**src/rtl/vga_timing_gen.sv**
```systemverilog
// Programmable VGA/DVI timing generator with selectable test pattern.
// Outputs are registered from the pre-edge (h,v) counters, one cycle behind them.
module vga_timing_gen #(
    parameter int   H_VIS      = 800,
    parameter int   H_FP       = 40,
    parameter int   H_SYNC     = 128,
    parameter int   H_BP       = 88,
    parameter int   V_VIS      = 600,
    parameter int   V_FP       = 1,
    parameter int   V_SYNC     = 4,
    parameter int   V_BP       = 23,
    parameter logic HS_POL     = 1'b1,
    parameter logic VS_POL     = 1'b1,
    parameter int   COLOR_BITS = 3,
    parameter int   BORDER     = 10
) (
    input  logic                  clk,
    input  logic                  reset,
    input  logic [1:0]            mode,
    output logic [COLOR_BITS-1:0] red,
    output logic [COLOR_BITS-1:0] green,
    output logic [COLOR_BITS-1:0] blue,
    output logic                  hsync,
    output logic                  vsync,
    output logic                  blank,
    output logic [10:0]           x,
    output logic [9:0]            y,
    output logic                  frame_start,
    output logic [7:0]            frame_count
);

    localparam int H_TOT = H_VIS + H_FP + H_SYNC + H_BP;
    localparam int V_TOT = V_VIS + V_FP + V_SYNC + V_BP;
    localparam int CW    = 3 * COLOR_BITS;

    localparam logic [10:0] H_LAST  = 11'(H_TOT - 1);
    localparam logic [9:0]  V_LAST  = 10'(V_TOT - 1);
    localparam logic [10:0] H_VIS_L = 11'(H_VIS);
    localparam logic [9:0]  V_VIS_L = 10'(V_VIS);
    localparam logic [10:0] HS_BEG  = 11'(H_VIS + H_FP);
    localparam logic [10:0] HS_END  = 11'(H_VIS + H_FP + H_SYNC);
    localparam logic [9:0]  VS_BEG  = 10'(V_VIS + V_FP);
    localparam logic [9:0]  VS_END  = 10'(V_VIS + V_FP + V_SYNC);
    localparam logic [10:0] H_BL    = 11'(BORDER);
    localparam logic [10:0] H_BR    = 11'(H_VIS - BORDER);
    localparam logic [9:0]  V_BT    = 10'(BORDER);
    localparam logic [9:0]  V_BB    = 10'(V_VIS - BORDER);
    localparam logic [10:0] BAR_W   = 11'(H_VIS / 8);

    localparam logic [COLOR_BITS-1:0] MAX  = '1;
    localparam logic [COLOR_BITS-1:0] ZERO = '0;

    logic [10:0]   h_p0;
    logic [9:0]    v_p0;
    logic [1:0]    mode_q;
    logic          started;
    logic          at_origin;
    logic          h_wrap;
    logic [1:0]    mode_eff;
    logic          hs_act;
    logic          vs_act;
    logic          blank_d;
    logic [CW-1:0] rgb_d;

    // Colour for a visible pixel; blanking is applied by the caller.
    function automatic logic [CW-1:0] pattern(input logic [1:0] m,
                                              input logic [10:0] hh,
                                              input logic [9:0] vv);
        logic [10:0]   bar;
        logic [2:0]    idx;
        logic [CW-1:0] c;
        c   = '0;
        bar = hh / BAR_W;
        idx = (bar > 11'd7) ? 3'd7 : bar[2:0];
        case (m)
            2'd1: if (hh < H_BL || hh >= H_BR || vv < V_BT || vv >= V_BB)
                      c = {ZERO, ZERO, MAX};
            2'd2: c = {(idx[2] ? MAX : ZERO), (idx[1] ? MAX : ZERO),
                       (idx[0] ? MAX : ZERO)};
            2'd3: if (hh[5] ^ vv[5]) c = {MAX, MAX, MAX};
            default: c = '0;
        endcase
        return c;
    endfunction

    always_comb begin
        at_origin = (h_p0 == 11'd0) && (v_p0 == 10'd0);
        h_wrap    = (h_p0 == H_LAST);
        // The frame's pattern takes effect at its very first pixel.
        mode_eff  = at_origin ? mode : mode_q;
        hs_act    = (h_p0 >= HS_BEG) && (h_p0 < HS_END);
        vs_act    = (v_p0 >= VS_BEG) && (v_p0 < VS_END);
        blank_d   = (h_p0 >= H_VIS_L) || (v_p0 >= V_VIS_L);
        rgb_d     = blank_d ? '0 : pattern(mode_eff, h_p0, v_p0);
    end

    always_ff @(posedge clk or posedge reset) begin
        if (reset) begin
            h_p0        <= '0;
            v_p0        <= '0;
            mode_q      <= 2'd0;
            started     <= 1'b0;
            frame_count <= 8'd0;
            red         <= '0;
            green       <= '0;
            blue        <= '0;
            hsync       <= ~HS_POL;
            vsync       <= ~VS_POL;
            blank       <= 1'b1;
            x           <= '0;
            y           <= '0;
            frame_start <= 1'b0;
        end else begin
            if (h_wrap) begin
                h_p0 <= '0;
                v_p0 <= (v_p0 == V_LAST) ? 10'd0 : v_p0 + 10'd1;
            end else begin
                h_p0 <= h_p0 + 11'd1;
            end
            // The first frame after reset is not counted as completed.
            if (at_origin) begin
                mode_q  <= mode;
                started <= 1'b1;
                if (started) frame_count <= frame_count + 8'd1;
            end
            {red, green, blue} <= rgb_d;
            hsync       <= hs_act ? HS_POL : ~HS_POL;
            vsync       <= vs_act ? VS_POL : ~VS_POL;
            blank       <= blank_d;
            x           <= h_p0;
            y           <= v_p0;
            frame_start <= at_origin;
        end
    end

endmodule

```
**config.mk**
```make
export PLATFORM = sky130hd
export DESIGN_NAME = vga_timing_gen
export DESIGN_NICKNAME = d
export VERILOG_FILES = /design/src/rtl/vga_timing_gen.sv
export SDC_FILE = /design/constraint.sdc
export NUM_CORES = 1
export LEC_CHECK = 0
export ABC_AREA = 1
export CAP_MARGIN = 20
export CORE_ASPECT_RATIO = 0.7
export CORE_UTILIZATION = 58
export CTS_CLUSTER_SIZE = 14
export DETAILED_ROUTE_END_ITERATION = 10
export PLACE_DENSITY = 0.84
export SLEW_MARGIN = 20
export SYNTH_ARGS = -nofsm -noshare
export SYNTH_HDL_FRONTEND = slang
export SYNTH_SLANG_ARGS = --single-unit
export TNS_END_PERCENT = 30
```
**constraint.sdc**
```tcl
create_clock -name clk -period 4.3 [get_ports clk]
set_input_delay 0.86 -clock clk [delete_from_list [all_inputs] [get_ports clk]]
set_output_delay 0.86 -clock clk [all_outputs]
set_load 0.01 [all_outputs]
```
==> impl_metrics.py, run 1 <==
metrics = {
    "logic_synthesis": {
        "ys.flop_type": "dfrtp_1",
        "syn-instance-count": 364,
        "synth_cell_types": 40,
        "synth.avg_cell_area_sq_um": 8.54,
        "synth.net_count": 375,
        "yosys_register_bits": 60,
        "synth_edf_count": 0,
        "netlist_area_sq_mm": 0.00311,
        "yosysSeqAreaShare": 0.483,
        "async_flop_share": 1.00,
        "synth_warnings": 0,
    },
    "min_path": {
        "min_path_cells": 0,
        "hold_path_class": "reg2reg",
    },
    "global_routing": {
        "grt_pass1_vias": 2465,
        "grt_max_degree": 39,
        "grt_pass1_wl_um": 11700,
        "antenna_found_initial": 0,
        "grt_usage": 0.276,
        "grt.overflow.total": 0,
    },
    "routing": {
        "post-route-drc-count": 0,
        "drtIter0Drc": 224,
        "first_pass_iters": 5,
        "via_per_inst": 5.45,
        "wl_per_cell_um": 13.9,
        "vias": 2652,
        "drtAntennaViolNets": 0,
        "drt_wl_total_um": 6780,
    },
    "pwr": {
        "leakagePower_uw": 0.00183,
        "ir_worst_vdd_mv": 0.209,
        "power.switching_uw": 231,
        "clkPwrFrac": 0.467,
        "power_density_mw_per_mm2": 296,
        "seq_power_share": 0.505,
        "combPwrFrac": 0.028,
        "p_int_uw": 896,
        "p_sw_frac": 0.205,
    },
    "outcome": {
        "outcome": "completed",
    },
    "worst_setup_path": {
        "worstSetupPathType": "reg2reg",
        "worstPathCellList": "ha_1, nand2_1, nor2_1, inv_1, nor4_2, buf_4, inv_1, nor4_1, nand4_1, nor2_1, o21ai_0, a21oi_1",
        "path_max_fanout": 13,
        "cp-startpoint": "h_p0[0]",
        "cp-start-kind": "flip-flop",
        "critPathCapture": "v_p0[9]",
        "crit_arrival_ps": 2790,
        "cpMaxStageDelayCell": "dfrtp_1",
        "regToRegEndpoint": "v_p0[9]",
        "r2r_slack_ps": 1770,
        "reg2reg_depth": 12,
        "max_stage_delay_ps": 460,
        "end_kind": "flip-flop",
        "r2r-start": "h_p0[0]",
        "crit_family": "simple AND/OR/NAND/NOR gates",
        "worst-path-stages": 12,
        "worst-path-buf-inv": 3,
        "required_ps": 4550,
    },
    "finish": {
        "final_layout_size_suffix_gt1_frac": 0.117,
        "antenna_cells": 0,
        "fin_cells": 487,
        "postLayoutCellArea_sq_mm": 0.00381,
        "area_growth_pct": 22.5,
        "fillerInstances": 343,
        "mostFrequentLayoutCells": "dfrtp_1 (59), nand2_1 (56), inv_1 (48), clkdlybuf4s50_1 (45), nor2_1 (44)",
        "post-route-util": 0.767,
        "nets": 424,
        "final_common_cell": "dfrtp_1",
    },
    "placement": {
        "dp_hpwl_um": 5000,
        "placed_cell_area_sq_mm": 0.00359,
        "placed_cells_incl_taps": 471,
        "place_congestion": 0.916,
        "pre_cts_slack_ps": 1880,
        "place.port_buffers": 45,
    },
    "sta": {
        "fin_ws_ps": 1770,
        "slew_headroom": 0.490,
        "fmax_ghz": 0.395,
        "min_period_ps": 2530,
        "final_max_slew_viol_count": 0,
        "rsz0062_at_grt": "no",
        "finalSetupViolations": 0,
        "finalHoldViolations": 0,
        "finalCritPeriodShare": 0.589,
        "fin_skew_ps": 7.52,
        "setup_tns_ps": 0,
        "worst_slew_pin_slew_ps": 764,
    },
    "clock_tree": {
        "cts_tree": "yes",
        "cts.clk_slew.worst_paths_ps": 60,
        "cts_htree_levels": 3,
        "postCtsSetupBuffers": 0,
        "cts_root_buffer": "clkbuf_8",
        "holdBufCountCts": 0,
        "ctsResizeCount": 0,
        "clk_latency_ps": 330,
        "cts.path.max_buffers": 2,
        "numCtsBuffers": 9,
        "clock_sinks": 60,
    },
    "floorplan": {
        "rows": 21,
        "dieArea_sq_mm": 0.00566,
        "dieHeight_um": 63.2,
        "io_pins": 46,
        "core_area_sq_mm": 0.00497,
        "die_w_um": 89.5,
        "initial_core_util": 0.626,
    },
    "job": {
        "drv_cap": 0,
    },
}
[logic make-up after synthesis]
group           count (synthesis)  share of synthesized area
fa+ha+maj                       7                     0.0282
flops                          60                      0.483
mux                             1                    0.00362
simple gates                  164                      0.256
compound gates                 52                     0.0998
xor+xnor                       14                     0.0395
buf+inv                        66                     0.0898
[registers in the layout (all words and copies together), names as in the netlist, 2 cells and up]
name and flops:
v_p0 10, frame_count 8, y 10, x 11, h_p0 11, mode_q 2
[power by group through the flow]
| stage | Clock, uW | Combinational [uW] | Sequential [uW] |
|---|---|---|---|
| final | 527 | 31.5 | 569 |
| after global routing | 557 | 36.5 | 569 |
| after CTS | 537 | 32.7 | 569 |
| after global placement | 0 | 32.0 | 579 |
| after floorplan | 0 | 18.9 | 580 |
| after detailed placement | 0 | 32.6 | 579 |
[worst min-delay path by stage]
stage	startpoint	end
after floorplan	h_p0[5]	x[5]
after global placement	v_p0[8]	y[8]
after detailed placement	v_p0[8]	y[8]
after CTS	v_p0[8]	y[8]
after global routing	v_p0[8]	y[8]
final	v_p0[8]	y[8]
[worst reg2reg max path: cells and delay by family, from the launching register on]
| kind | cells | cell delay, ps |
|---|---|---|
| simple gates | 6 | 1100 |
| flops | 1 | 460 |
| buf+inv | 3 | 450 |
| fa+ha+maj | 1 | 230 |
| compound gates | 2 | 220 |
[through the flow]
step / hold slack, ps / power, uW
2_1_floorplan: 349 / 599
3_3_place_gp: 385 / 611
3_5_place_dp: 408 / 612
4_1_cts: 426 / 1140
5_1_grt: 451 / 1160
6_report: 419 / 1130
[cells in the mapped netlist, types with 4 or more instances]
cell type   n  area, sq um
nand2_1    56          210
nand2_4     5         56.3
xor2_1     10         87.6
nor2_1     44          165
dfrtp_1    59         1480
nor3_1      7         35.0
nand3_1    22          110
nand4_1    12         75.1
nand2_2     6         37.5
o21ai_0    20          100
xnor2_1     4         35.0
inv_2       7         26.3
buf_4       6         45.0
a21oi_1    18         90.1
inv_1      49          184
ha_1        7         87.6
[cell type report]
| class | count | area (sq um) | area share |
|---|---|---|---|
| flip-flops and latches | 60 | 1500 | 0.395 |
| multi-input cells | 238 | 1330 | 0.348 |
| repair buffers | 47 | 465 | 0.122 |
| inverters | 57 | 214 | 0.0562 |
| clock buffers | 13 | 169 | 0.0443 |
| well taps | 69 | 86.3 | 0.0227 |
| clock inverters | 3 | 45.0 | 0.0118 |
[metal layers]
metal / up-vias / share of wire / track usage
li1: 1283 / - / -
met4: 0 / 0.012 / 0.0913
met5: - / 0 / 0
met1: 1231 / 0.47 / 0.399
met3: 11 / 0.079 / 0.0603
met2: 127 / 0.44 / 0.414
Power figures use the tool's default switching activity.
==> run 2, diff against run 1 <==
Settings changed: CORE_UTILIZATION 58 to 49, PLACE_DENSITY 0.84 to 0.75.
Clock period 4.3 ns to 2.31 ns, I/O delays scaled along.
==> run 2 against run 1 <==
  * Sequential cell count unchanged
  * Largest cell class unchanged
  * Highest routed layer unchanged
  * Total power rose by 97%
  * Clock skew decreased by 1.5 ps
  * Critical endpoint is now blue[1]
==> impl_metrics.py, run 2 (synthesis gave the netlist of run 1 again) <==
metrics = {
    "finish": {
        "final_layout_size_suffix_gt1_frac": 0.223,
        "area_growth_pct": 34.3,
        "top_regs": "h_p0: 11 flops, x: 11 flops",
        "antenna_cells": 0,
        "final_common_cell": "dfrtp_1",
        "nets": 458,
        "mostFrequentLayoutCells": "dfrtp_1 (55), nand2_1 (54), inv_1 (45), clkdlybuf4s50_1 (45), nor2_1 (41)",
        "fillerInstances": 454,
        "post-route-util": 0.704,
        "fin_cells": 527,
    },
    "routing": {
        "post-route-drc-count": 0,
        "first_pass_iters": 5,
        "drtAntennaViolNets": 0,
        "via_per_inst": 5.21,
        "drtIter0Drc": 214,
        "drt_wl_total_um": 7350,
        "wl_per_cell_um": 13.9,
        "vias": 2745,
    },
    "placement": {
        "placed_cells_incl_taps": 496,
        "place_congestion": 0.862,
        "dp_hpwl_um": 5230,
        "place.port_buffers": 45,
        "pre_cts_slack_ps": 13.9,
    },
    "global_routing": {
        "grt.overflow.total": 0,
        "antenna_found_initial": 0,
        "grt_max_degree": 32,
        "grt_pass1_wl_um": 11900,
        "grt_usage": 0.234,
        "grt_pass1_vias": 2449,
    },
    "floorplan": {
        "io_pins": 46,
        "initial_core_util": 0.524,
        "die_w_um": 97.2,
        "dieArea_sq_mm": 0.00667,
        "dieHeight_um": 68.6,
        "rows": 23,
        "core_area_sq_mm": 0.00593,
    },
    "sta": {
        "slew_headroom": 0.647,
        "fmax_ghz": 0.443,
        "finalSetupViolations": 0,
        "fin_ws_ps": 53.0,
        "final_max_slew_viol_count": 0,
        "rsz0062_at_grt": "yes",
        "finalHoldViolations": 0,
        "worst_slew_pin_slew_ps": 528,
        "fin_skew_ps": 6.01,
        "min_period_ps": 2260,
        "setup_tns_ps": 0,
        "finalCritPeriodShare": 0.977,
    },
    "worst_setup_path": {
        "required_ps": 2590,
        "end_kind": "flip-flop",
        "cp-start-kind": "flip-flop",
        "crit_arrival_ps": 2540,
        "path_max_fanout": 6,
        "worstSetupPathType": "reg2reg",
    },
    "clock_tree": {
        "clock_sinks": 60,
        "cts_root_buffer": "clkbuf_8",
        "numCtsBuffers": 9,
        "cts.clk_slew.worst_paths_ps": 70,
        "cts_tree": "yes",
        "cts_htree_levels": 3,
        "cts.path.max_buffers": 2,
        "clk_latency_ps": 350,
        "holdBufCountCts": 0,
    },
    "pwr": {
        "p_total_uw": 2210,
        "ir_worst_vdd_mv": 0.576,
        "power_density_mw_per_mm2": 531,
        "leakagePower_uw": 0.00204,
    },
    "min_path": {
        "hold_path_class": "reg2reg",
    },
    "outcome": {
        "outcome": "completed",
    },
    "job": {
        "drv_cap": 0,
    },
}
-- run 2: changes by cell type in the layout (fill, tap and decap cells not counted), moves of 3 or more --
| cell | previous run | this run |
|---|---|---|
| nor2_1 | 44 | 41 |
| dfrtp_2 | 0 | 4 |
| inv_1 | 48 | 45 |
| buf_4 | 2 | 35 |
| inv_2 | 8 | 12 |
| dfrtp_1 | 59 | 55 |
-- run 2: repair_timing --
| item | 4_1_cts | 5_1_grt |
|---|---|---|
| resized for setup | 2 | 21 |
| setup buffers | 0 | 15 |
| pin swaps | 1 | 13 |
| setup endpoints to repair | 2 | 9 |
-- run 2: worst paths after layout --
path,from,endpoint,slack [ps],depth (start not counted)
worst max-delay path,h_p0[9],blue[1],50,17
worst min-delay path,v_p0[8],y[8],420,0
worst max register to register,h_p0[9],blue[1],50,17
worst min register to register,v_p0[8],y[8],420,0
max in group asynchronous,reset,h_p0[9],1270,3
min in group asynchronous,reset,y[5],480,2
-- run 2: area by class of cell --
| class | count | area [sq um] | area share |
|---|---|---|---|
| Sequential cell | 60 | 1510 | 0.361 |
| Clock inverter | 5 | 82.6 | 0.0198 |
| Timing Repair Buffer | 81 | 733 | 0.176 |
| Tap cell | 75 | 93.8 | 0.0225 |
| Clock buffer | 11 | 151 | 0.0363 |
| Multi-Input combinational cell | 238 | 1390 | 0.333 |
| Inverter | 57 | 214 | 0.0513 |
-- run 2: worst max-delay path, cell delays in order (launching register included) --
cell and delay, ps:
dfrtp_2 420, nand2_2 80, inv_2 80, o211ai_1 100, buf_4 170, a21oi_4 190, nand2_1 70, nand2_1 70
nand2_2 90, nand3_4 110, nand2_4 90, nand2_4 80, nand4_1 140, a21oi_1 190, nor2_1 70, nand3_1 70
nand2_1 70, a21oi_2 110
-- run 2: through the flow --
stage / hold slack, ps / cell area (sq um)
floorplan: 349 / 3110
global placement: 391 / 3760
detailed placement: 391 / 3760
CTS: 407 / 4000
global route: 438 / 4170
finish: 420 / 4170
-- run 2: power breakdown --
group	switching, uW	total [uW]	internal, uW
clock network	425	1090	669
logic	34.6	62.9	28.2
registers	2.59	1060	1060
total	462	2210	1750
-- run 2: layer usage --
layer / track usage / wire length, um
met1: 0.318 / 3510
met2: 0.352 / 3210
met3: 0.0817 / 527
met4: 0.0802 / 99
met5: 0 / 0
